[config.mk]
export PLATFORM = sky130hd
export DESIGN_NAME = mux_sel_arbiter
export DESIGN_NICKNAME = d
export VERILOG_FILES = /design/src/rtl/mux_sel_pkg.sv /design/src/rtl/rr_pick.sv /design/src/rtl/mux_sel_arbiter.sv
export SDC_FILE = /design/constraint.sdc
export NUM_CORES = 1
export LEC_CHECK = 0
export ABC_AREA = 1
export CELL_PAD_IN_SITES_DETAIL_PLACEMENT = 1
export CELL_PAD_IN_SITES_GLOBAL_PLACEMENT = 2
export CORE_MARGIN = 5
export CORE_UTILIZATION = 34
export DETAILED_ROUTE_END_ITERATION = 10
export PLACE_DENSITY_LB_ADDON = 0.1
export SLEW_MARGIN = 20
export SYNTH_ARGS = -nofsm -noshare
export SYNTH_HDL_FRONTEND = slang
export SYNTH_SLANG_ARGS = --single-unit
[constraint.sdc]
create_clock -name clk1 -period 4.06 [get_ports clk1]
set_input_delay 0.812 -clock clk1 [delete_from_list [all_inputs] [get_ports clk1]]
set_output_delay 0.812 -clock clk1 [all_outputs]
set_load 0.03 [all_outputs]
[src/rtl/mux_sel_pkg.sv]
`default_nettype none
// ============================================================================
// Module   : mux_sel_pkg
// Purpose  : Shared types and constants for the 4:1 mux select arbiter:
//            FSM state encoding, requester count, select width, default
//            hold limit and a one-hot helper.
// Revision : 1.0 - initial release
// ============================================================================
package mux_sel_pkg;

   // Requester count is tied to the 2-bit select of the downstream 4:1 mux
   localparam int NUM_REQ      = 4;
   localparam int SEL_W        = 2;

   // Default number of cycles a grant may be held before forced release
   localparam int MAX_HOLD_DEF = 8;

   // Hold counter width; covers the largest legal MAX_HOLD of 255
   localparam int CNT_W        = 8;

   // Arbiter states
   typedef enum logic [0:0] {
      IDLE  = 1'b0,
      GRANT = 1'b1
   } state_t;

   // One-hot decode of a requester index
   function automatic logic [NUM_REQ-1:0] to_onehot(input logic [SEL_W-1:0] idx);
      logic [NUM_REQ-1:0] v;
      v      = '0;
      v[idx] = 1'b1;
      return v;
   endfunction

endpackage : mux_sel_pkg
`default_nettype wire

[src/rtl/rr_pick.sv]
`default_nettype none
// ============================================================================
// Module   : rr_pick
// Purpose  : Combinational round-robin winner search. Looks for the first
//            set request bit starting at (last+1) mod 4 and wrapping around,
//            so the most recently served requester has lowest priority.
// Revision : 1.0 - initial release
// ============================================================================
module rr_pick
   import mux_sel_pkg::*;
(
   input  logic [NUM_REQ-1:0] req,
   input  logic [SEL_W-1:0]   last,
   output logic               found,
   output logic [SEL_W-1:0]   idx
);

   // Candidate index in search order; slot 0 is the highest priority
   logic [SEL_W-1:0]   w_cand [NUM_REQ];
   // Request bit seen at each search slot
   logic [NUM_REQ-1:0] w_hit;

   // Modulo-4 wrap comes for free from the 2-bit addition
   for (genvar g = 0; g < NUM_REQ; g++) begin : g_cand
      assign w_cand[g] = last + SEL_W'(g + 1);
      assign w_hit[g]  = req[w_cand[g]];
   end

   // Lowest-numbered hitting search slot wins
   always_comb begin
      found = |w_hit;
      idx   = '0;
      casez (w_hit)
         4'b???1: idx = w_cand[0];
         4'b??10: idx = w_cand[1];
         4'b?100: idx = w_cand[2];
         4'b1000: idx = w_cand[3];
         default: idx = '0;
      endcase
   end

endmodule : rr_pick
`default_nettype wire

[src/rtl/mux_sel_arbiter.sv]
`default_nettype none
// ============================================================================
// Module   : mux_sel_arbiter
// Purpose  : Round-robin arbiter driving the select of a 4:1 mux. Grants one
//            requester at a time, holds the grant until the consumer signals
//            done, the request drops, or the hold limit expires (flagged by
//            a one-cycle timeout pulse). Every grant is followed by at least
//            one idle cycle. All outputs are registered.
// Revision : 1.0 - initial release
// ============================================================================
module mux_sel_arbiter
   import mux_sel_pkg::*;
#(
   parameter int MAX_HOLD = MAX_HOLD_DEF,
   parameter int NUM_REQ  = 4
) (
   input  logic               clk1,
   input  logic               reset,
   input  logic [NUM_REQ-1:0] req,
   input  logic               done,
   output logic [SEL_W-1:0]   sel,
   output logic [NUM_REQ-1:0] grant,
   output logic               busy,
   output logic               timeout
);

   // Counter value at which a held grant is force-released
   localparam logic [CNT_W-1:0] c_cnt_max = CNT_W'(MAX_HOLD - 1);

   state_t             r_state;
   logic [CNT_W-1:0]   r_cnt;
   logic [SEL_W-1:0]   r_last;

   logic               w_found;
   logic [SEL_W-1:0]   w_idx;
   logic               w_req_cur;
   logic               w_cnt_max;
   logic               w_exit;
   logic               w_expire;

   // Next winner relative to the most recently served requester
   rr_pick u_rr_pick (
      .req   (req),
      .last  (r_last),
      .found (w_found),
      .idx   (w_idx)
   );

   // Release conditions while granted; timeout only when expiry is the sole cause
   assign w_req_cur = req[sel];
   assign w_cnt_max = (r_cnt == c_cnt_max);
   assign w_exit    = done | ~w_req_cur | w_cnt_max;
   assign w_expire  = ~done & w_req_cur & w_cnt_max;

   // Arbiter FSM with hold counter, last-served pointer and registered outputs
   always_ff @(posedge clk1 or posedge reset) begin
      if (reset) begin
         r_state <= IDLE;
         r_cnt   <= '0;
         r_last  <= 2'd3;
         sel     <= '0;
         grant   <= '0;
         busy    <= 1'b0;
         timeout <= 1'b0;
      end else begin
         timeout <= 1'b0;
         case (r_state)
            IDLE: begin
               // done is ignored here; only requests start a grant
               if (w_found) begin
                  r_state <= GRANT;
                  grant   <= to_onehot(w_idx);
                  sel     <= w_idx;
                  busy    <= 1'b1;
                  r_cnt   <= '0;
               end else begin
                  grant   <= '0;
                  busy    <= 1'b0;
               end
            end
            GRANT: begin
               // Other requesters are not looked at until we are back in IDLE
               if (w_exit) begin
                  r_state <= IDLE;
                  grant   <= '0;
                  busy    <= 1'b0;
                  r_last  <= sel;
                  timeout <= w_expire;
               end else if (!w_cnt_max) begin
                  r_cnt   <= r_cnt + 1'b1;
               end
            end
            default: begin
               r_state <= IDLE;
               grant   <= '0;
               busy    <= 1'b0;
            end
         endcase
      end
   end

endmodule : mux_sel_arbiter
`default_nettype wire

==> run_results.csv, run 1 <==
group,metric,value,unit
worst_hold_path,min_path_type,"flop to flop",
worst_setup_path,cp_max_fo,9,
outcome,status,"complete, no violations",
sta,fmax,457.5,MHz
sta,drv_slew,0,
global_route,grt_pass1_wl,5209,um
job,drv_cap,0,
worst_setup_path,end_kind,"flop",
cts,post_cts.repair.setup_buffers,0,
logic_synthesis,yosys_warnings,0,
routing,ant_nets,0,
worst_hold_path,min-delay-start,"busy$_DFFE_PP0P_",
routing,drc,0,
logic_synthesis,synth.top_cell.area_share,32.95,%
logic_synthesis,synth.distinct_cells,28,
routing,drt-vias-per-instance,4.802,
worst_setup_path,r2r-start,"r_last[0]$_DFFE_PP1P_",
cts,cts_tree,"built",
finish,syn2layout_area_growth,16.38,%
cts,cts_resized,0,
routing,drt_iter0_drc,17,
logic_synthesis,netlist_top_cells_area,"dfrtp_1 33%, nand2_1 14%, nand2_4 10%",
worst_hold_path,min_to,"busy$_DFFE_PP0P_",
die,top_level_ports,15,
logic_synthesis,synth_seq_area_share,37.02,%
routing,wl_per_cell,12.61,um
finish,drive_gt1_share,17.39,%
cts,cts-buffers-inserted,3,
placement,dp_hpwl,2385,um
global_route,grt_pass1_vias,1120,
cts,h-tree-depth,1,
global_route,antenna_found_initial,0,
worst_setup_path,crit_arrival,2.37,ns
cts,insertion_delay,0.26,ns
cts,hold_buffers,0,
global_route,overflow,0,
finish,nFillCells,466,
sta,skew,0.01147,ns
sta,fin_crit,2.186,ns
logic_synthesis,ys_seq_elements,19,
finish,finalNonFillerCells,232,
cts,cts.sinks,19,
sta,rsz0062_at_grt,"no",
worst_setup_path,critPathKind,"primary input to flop",
sta,finalSetupTns,0,ns
worst_setup_path,reg2reg_to,"grant[2]$_DFFE_PP0P_",
cts,clkSlewWorstSetupHoldPaths,0.06,ns
routing,routed_wl,2925,um
die,core_area,0.003661,mm2
routing,vias,1114,
sta,maxSlewHeadroom,52.10,%
logic_synthesis,yosys.area.top_type,"dfrtp_1",
worst_setup_path,regToRegSetupSlack,2.29,ns
power,irDropWorstVdd,0.2870,mV
worst_setup_path,start_kind,"primary input",
sta,tightest_slew,0.7177,ns
die,row_count,22,
sta,finalCritPeriodShare,53.83,%
routing,first_pass_iters,4,
logic_synthesis,netlist_instances,169,
finish,final_util,41.05,%
cts,cts_max_path_buffers,2,
die,die_w,71.63,um
die,die_h,71.63,um
finish,nNetsFinal,193,
placement,gp_congestion,0.8000,
global_route,gr-usage-all-layers,12.68,%
placement,dp.cells,228,
global_route,grt_max_degree,20,
power,p_leak,0.7537,nW
logic_synthesis,postSynthAreaPerCell,7.640,um2
logic_synthesis,synth_area,0.001291,mm2
sta,setup_viol,0,
finish,num_antenna_cells,0,
die,initial_core_util,35.27,%
logic_synthesis,syn-num-nets,177,
worst_hold_path,hold_path_depth,2,
placement,port_buffers,14,
power,p_per_area,732.2,mW/mm2
worst_setup_path,reg2reg_depth,8,
die,dieArea,0.005130,mm2
finish,multiInputGateArea,709.4,um2
sta,hold_viol,0,
finish,seqCellArea,478.0,um2
power,power,1.100,mW
cts,cts_root_buffer,"clkbuf_8",
worst_setup_path,critPathRequiredTime,4.25,ns
-- cell families (layout without fill, tap and decap cells) --
logic type	count (synthesis)	count (layout)	share of synthesized area [%]
compound gates	13	13	5.717
xor+xnor	3	3	2.035
fa+ha+maj	1	1	0.9688
buf+inv	19	34	8.043
flops	19	19	37.02
simple gates	114	114	46.22
-- state kept, by name, summed over array words and instances, names as in the netlist --
signal   flops
r_cnt        8
grant        4
r_last       2
sel          2
busy         1
r_state      1
timeout      1
-- routing by layer --
| metal | track usage [%] | wire (um) |
|---|---|---|
| met1 | 15.10 | 1292 |
| met2 | 22.45 | 1504 |
| met5 | 0 | 0 |
| met3 | 2.665 | 90 |
| met4 | 4.384 | 37 |
-- cell type report --
type / instances / area share, %
Multi-Input combinational cell: 131 / 47.21
Sequential cell: 19 / 31.81
Timing Repair Buffer: 14 / 9.326
Inverter: 16 / 4.663
Tap cell: 48 / 3.997
Clock buffer: 4 / 2.998
-- Yosys cell counts (all sizes together) --
cell    count
nor3        3
a21oi       2
a21boi      1
nand2      71
inv        15
nor2       17
nand3      18
nand4       4
o21ai       9
dfrtp      17
clkinv      1
ha          1
buf         3
a211oi      1
xnor2       1
nor3b       1
xor2        2
dfstp       2
-- stage by stage --
step	setup slack, ns	instance area, um2	hold slack, ns
floorplan	2.348	1291	0.4756
global placement	1.651	1458	0.4658
detailed placement	1.597	1458	0.4745
CTS	1.851	1503	0.4929
global route	1.709	1503	0.5140
finish	1.874	1503	0.4860
-- layout by cell type (no fill, tap or decap), drive strengths merged --
cell type      instances
a21boi                 1
nor3                   3
dfrtp                 17
xor2                   2
clkbuf                 4
dfstp                  2
nand4                  4
inv                   15
nor3b                  1
clkinv                 1
a21oi                  2
nand2                 71
ha                     1
nor2                  17
o21ai                  9
clkdlybuf4s50         14
xnor2                  1
nand3                 18
a211oi                 1
-- worst max path at each step --
stage | start | endpoint | slack [ns] | cells after the start
2_1_floorplan | req[3] | grant[1]$_DFFE_PP0P_ | 2.35 | 11
3_3_place_gp | req[2] | grant[2]$_DFFE_PP0P_ | 1.65 | 9
3_5_place_dp | req[2] | grant[0]$_DFFE_PP0P_ | 1.60 | 9
4_1_cts | req[0] | grant[0]$_DFFE_PP0P_ | 1.85 | 9
5_1_grt | req[2] | grant[0]$_DFFE_PP0P_ | 1.71 | 9
6_report | req[2] | grant[0]$_DFFE_PP0P_ | 1.87 | 9
-- worst max-delay path, cell delays in order --
cell             delay (ns)
clkdlybuf4s50_1        0.55
nor2_1                 0.06
nor2_1                 0.07
o21ai_0                0.08
nand2_1                0.12
nand4_2                0.26
inv_1                  0.25
nand2_1                0.08
nand2_1                0.07
-- where the power goes --
group,switching (mW),internal (mW)
clock,0.0604,0.0697
combinational,0.441,0.220
sequential,0.0613,0.248
total,0.563,0.537
(Power assumes the default switching activity.)
==> inputs of run 2 (changes only) <==
--- a/config.mk
+++ b/config.mk
@@ -9,7 +9,7 @@
 export CELL_PAD_IN_SITES_DETAIL_PLACEMENT = 1
 export CELL_PAD_IN_SITES_GLOBAL_PLACEMENT = 2
 export CORE_MARGIN = 5
-export CORE_UTILIZATION = 34
+export CORE_UTILIZATION = 29
 export DETAILED_ROUTE_END_ITERATION = 10
 export PLACE_DENSITY_LB_ADDON = 0.1
 export SLEW_MARGIN = 20
==> constraint.sdc (replaced) <==
create_clock -name clk1 -period 2 [get_ports clk1]
set_input_delay 0.4 -clock clk1 [delete_from_list [all_inputs] [get_ports clk1]]
set_output_delay 0.4 -clock clk1 [all_outputs]
set_load 0.03 [all_outputs]
==> run 2 against run 1 <==
Effect of this change:
- final cell count is 3.0% higher
- setup slack worse by 1.7 ns
- sequential share of layout area shrank 1.0 points
- die area increased by 15%
- critical path type is now flop to primary output
- via count increased by 1.3%
- cell area is 3.3% higher
- clock power up 100%
- power is 110% higher
- critical endpoint is now sel[0]
- hold slack got worse by 0.018 ns
- largest cell class unchanged
- flip-flop and latch count did not move
==> run_results.csv, run 2 (synthesis gave the netlist of run 1 again) <==
group,metric,value,unit
sta,setup_viol,0,
worst_setup_path,end_kind,"primary output",
worst_setup_path,cp_max_fo,5,
sta,tightest_slew,0.3559,ns
finish,nNetsFinal,196,
power,p_per_area,1498,mW/mm2
worst_setup_path,max_stage_delay,0.71,ns
cts,cts.sinks,19,
die,top_level_ports,15,
finish,layout_common_cells,"49 x nand2_1, 18 x nand3_1, 17 x dfrtp_1, 16 x nor2_1, 14 x clkdlybuf4s50_1",
routing,vias,1129,
routing,first_pass_iters,4,
routing,routed_wl,3138,um
finish,largest_register_ffs,8,
placement,port_buffers,14,
worst_setup_path,critPathRequiredTime,1.60,ns
power,irDropWorstVdd,0.4979,mV
die,row_count,24,
worst_setup_path,crit_buf_inv,1,
cts,cts-buffers-inserted,3,
die,die_h,76.73,um
cts,h-tree-depth,1,
finish,reg_top3,"r_cnt x8, grant x4",
cts,cts_max_path_buffers,2,
finish,num_antenna_cells,0,
finish,top_register,"r_cnt",
die,dieArea,0.005887,mm2
routing,drc,0,
routing,drt-vias-per-instance,4.724,
finish,syn2layout_area_growth,20.25,%
worst_setup_path,regToRegSetupSlack,0.22,ns
sta,skew,0.005505,ns
die,die_w,76.73,um
outcome,status,"complete, no violations",
placement,dp_hpwl,2559,um
cts,cts_tree,"built",
sta,maxSlewHeadroom,76.13,%
sta,drv_slew,0,
routing,wl_per_cell,13.13,um
finish,layout_commonest_cell,"nand2_1",
cts,hold_buffers,0,
power,p_leak,0.7681,nW
finish,finalNonFillerCells,239,
sta,finalCritPeriodShare,89.79,%
sta,hold_viol,0,
finish,final_util,35.91,%
worst_setup_path,critPathSlowestCell,"clkdlybuf4s50_1",
worst_setup_path,start_kind,"flop",
worst_setup_path,worstPathCellList,"clkdlybuf4s50_1",
global_route,grt_pass1_wl,5706,um
job,drv_cap,0,
global_route,grt_max_degree,20,
sta,fin_crit,1.796,ns
worst_setup_path,reg2reg_to,"grant[3]$_DFFE_PP0P_",
worst_setup_path,reg2reg_depth,8,
worst_setup_path,crit_arrival,1.40,ns
placement,dp.cells,235,
sta,rsz0062_at_grt,"no",
finish,drive_gt1_share,19.79,%
placement,gp_congestion,0.8188,
die,initial_core_util,29.86,%
global_route,gr-usage-all-layers,11.73,%
routing,drt_iter0_drc,19,
worst_setup_path,critPathKind,"flop to primary output",
global_route,antenna_found_initial,0,
worst_setup_path,r2r-start,"r_last[0]$_DFFE_PP1P_",
sta,fmax,556.8,MHz
die,core_area,0.004324,mm2
worst_hold_path,min_path_type,"primary input to async pin",
cts,cts_root_buffer,"clkbuf_8",
finish,nFillCells,551,
global_route,overflow,0,
worst_setup_path,crit_family,"buffers and inverters",
cts,insertion_delay,0.26,ns
global_route,grt_pass1_vias,1250,
routing,ant_nets,0,
cts,clkSlewWorstSetupHoldPaths,0.07,ns
-- run 2: cell types whose count changed in the layout (fill, tap and decap cells not counted) --
cell | previous run | this run
buf_12 | 0 | 1
clkbuf_1 | 1 | 0
clkinv_2 | 0 | 1
nand4_4 | 0 | 1
inv_1 | 13 | 12
nand4_2 | 1 | 0
buf_4 | 0 | 2
inv_2 | 0 | 1
-- run 2: where the power goes --
| part | switching (mW) | total, mW | internal (mW) | leakage, nW |
|---|---|---|---|---|
| Combinational | 0.921 | 1.43 | 0.506 | 0.495 |
| Clock | 0.127 | 0.265 | 0.138 | 0.0255 |
| Sequential | 0.130 | 0.633 | 0.503 | 0.247 |
-- run 2: stage by stage --
| step | power (mW) | instance area (um2) | setup WS, ns | TNS, ns | hold WS, ns |
|---|---|---|---|---|---|
| floorplan | 1.717 | 1291 | 0.4548 | 0 | 0.3497 |
| finish | 2.326 | 1553 | 0.2041 | 0 | 0.4680 |
| global placement | 2.052 | 1498 | -0.0003748 | -0.0003748 | 0.4711 |
| global route | 2.568 | 1553 | 0.04542 | 0 | 0.4907 |
| CTS | 2.363 | 1544 | 0.1767 | 0 | 0.4754 |
| detailed placement | 2.081 | 1498 | -0.06271 | -0.4388 | 0.4786 |
-- run 2: how the worst max path moves through the flow --
stage | from | end | slack, ns | cells past startpoint
after global placement | req[0] | grant[1]$_DFFE_PP0P_ | -0.0004 | 9
after global routing | r_last[0]$_DFFE_PP1P_ | r_cnt[2]$_DFFE_PP0P_ | 0.05 | 11
after floorplan | r_last[1]$_DFFE_PP1P_ | grant[1]$_DFFE_PP0P_ | 0.45 | 13
after CTS | sel[0]$_DFFE_PP0P_ | sel[0] | 0.18 | 1
after detailed placement | req[2] | busy$_DFFE_PP0P_ | -0.06 | 9
final | sel[0]$_DFFE_PP0P_ | sel[0] | 0.20 | 1
-- run 2: what timing repair did --
action / 4_1_cts / 5_1_grt
hold endpoints to repair: 0 / 0
setup buffers: 0 / 0
gates resized for setup: 0 / 2
endpoints found under the setup margin: 0 / 9
-- run 2: area by class of cell --
type	count	area [um2]	share of cell area, %
multi-input combinational	131	718.2	46.25
sequential	19	478.0	30.78
timing repair buffer	17	175.2	11.28
inverter	16	70.07	4.512
tap	52	65.06	4.190
clock buffer	3	41.29	2.659
clock inverter	1	5.005	0.3223
-- run 2: per-layer routing --
metal | wire [um] | GRT usage [%] | vias up
met3 | 52 | 1.639 | 7
met4 | 97 | 5.769 | 0
met1 | 1329 | 13.50 | 543
met5 | 0 | 0 | -
li1 | - | - | 571
met2 | 1658 | 20.97 | 8
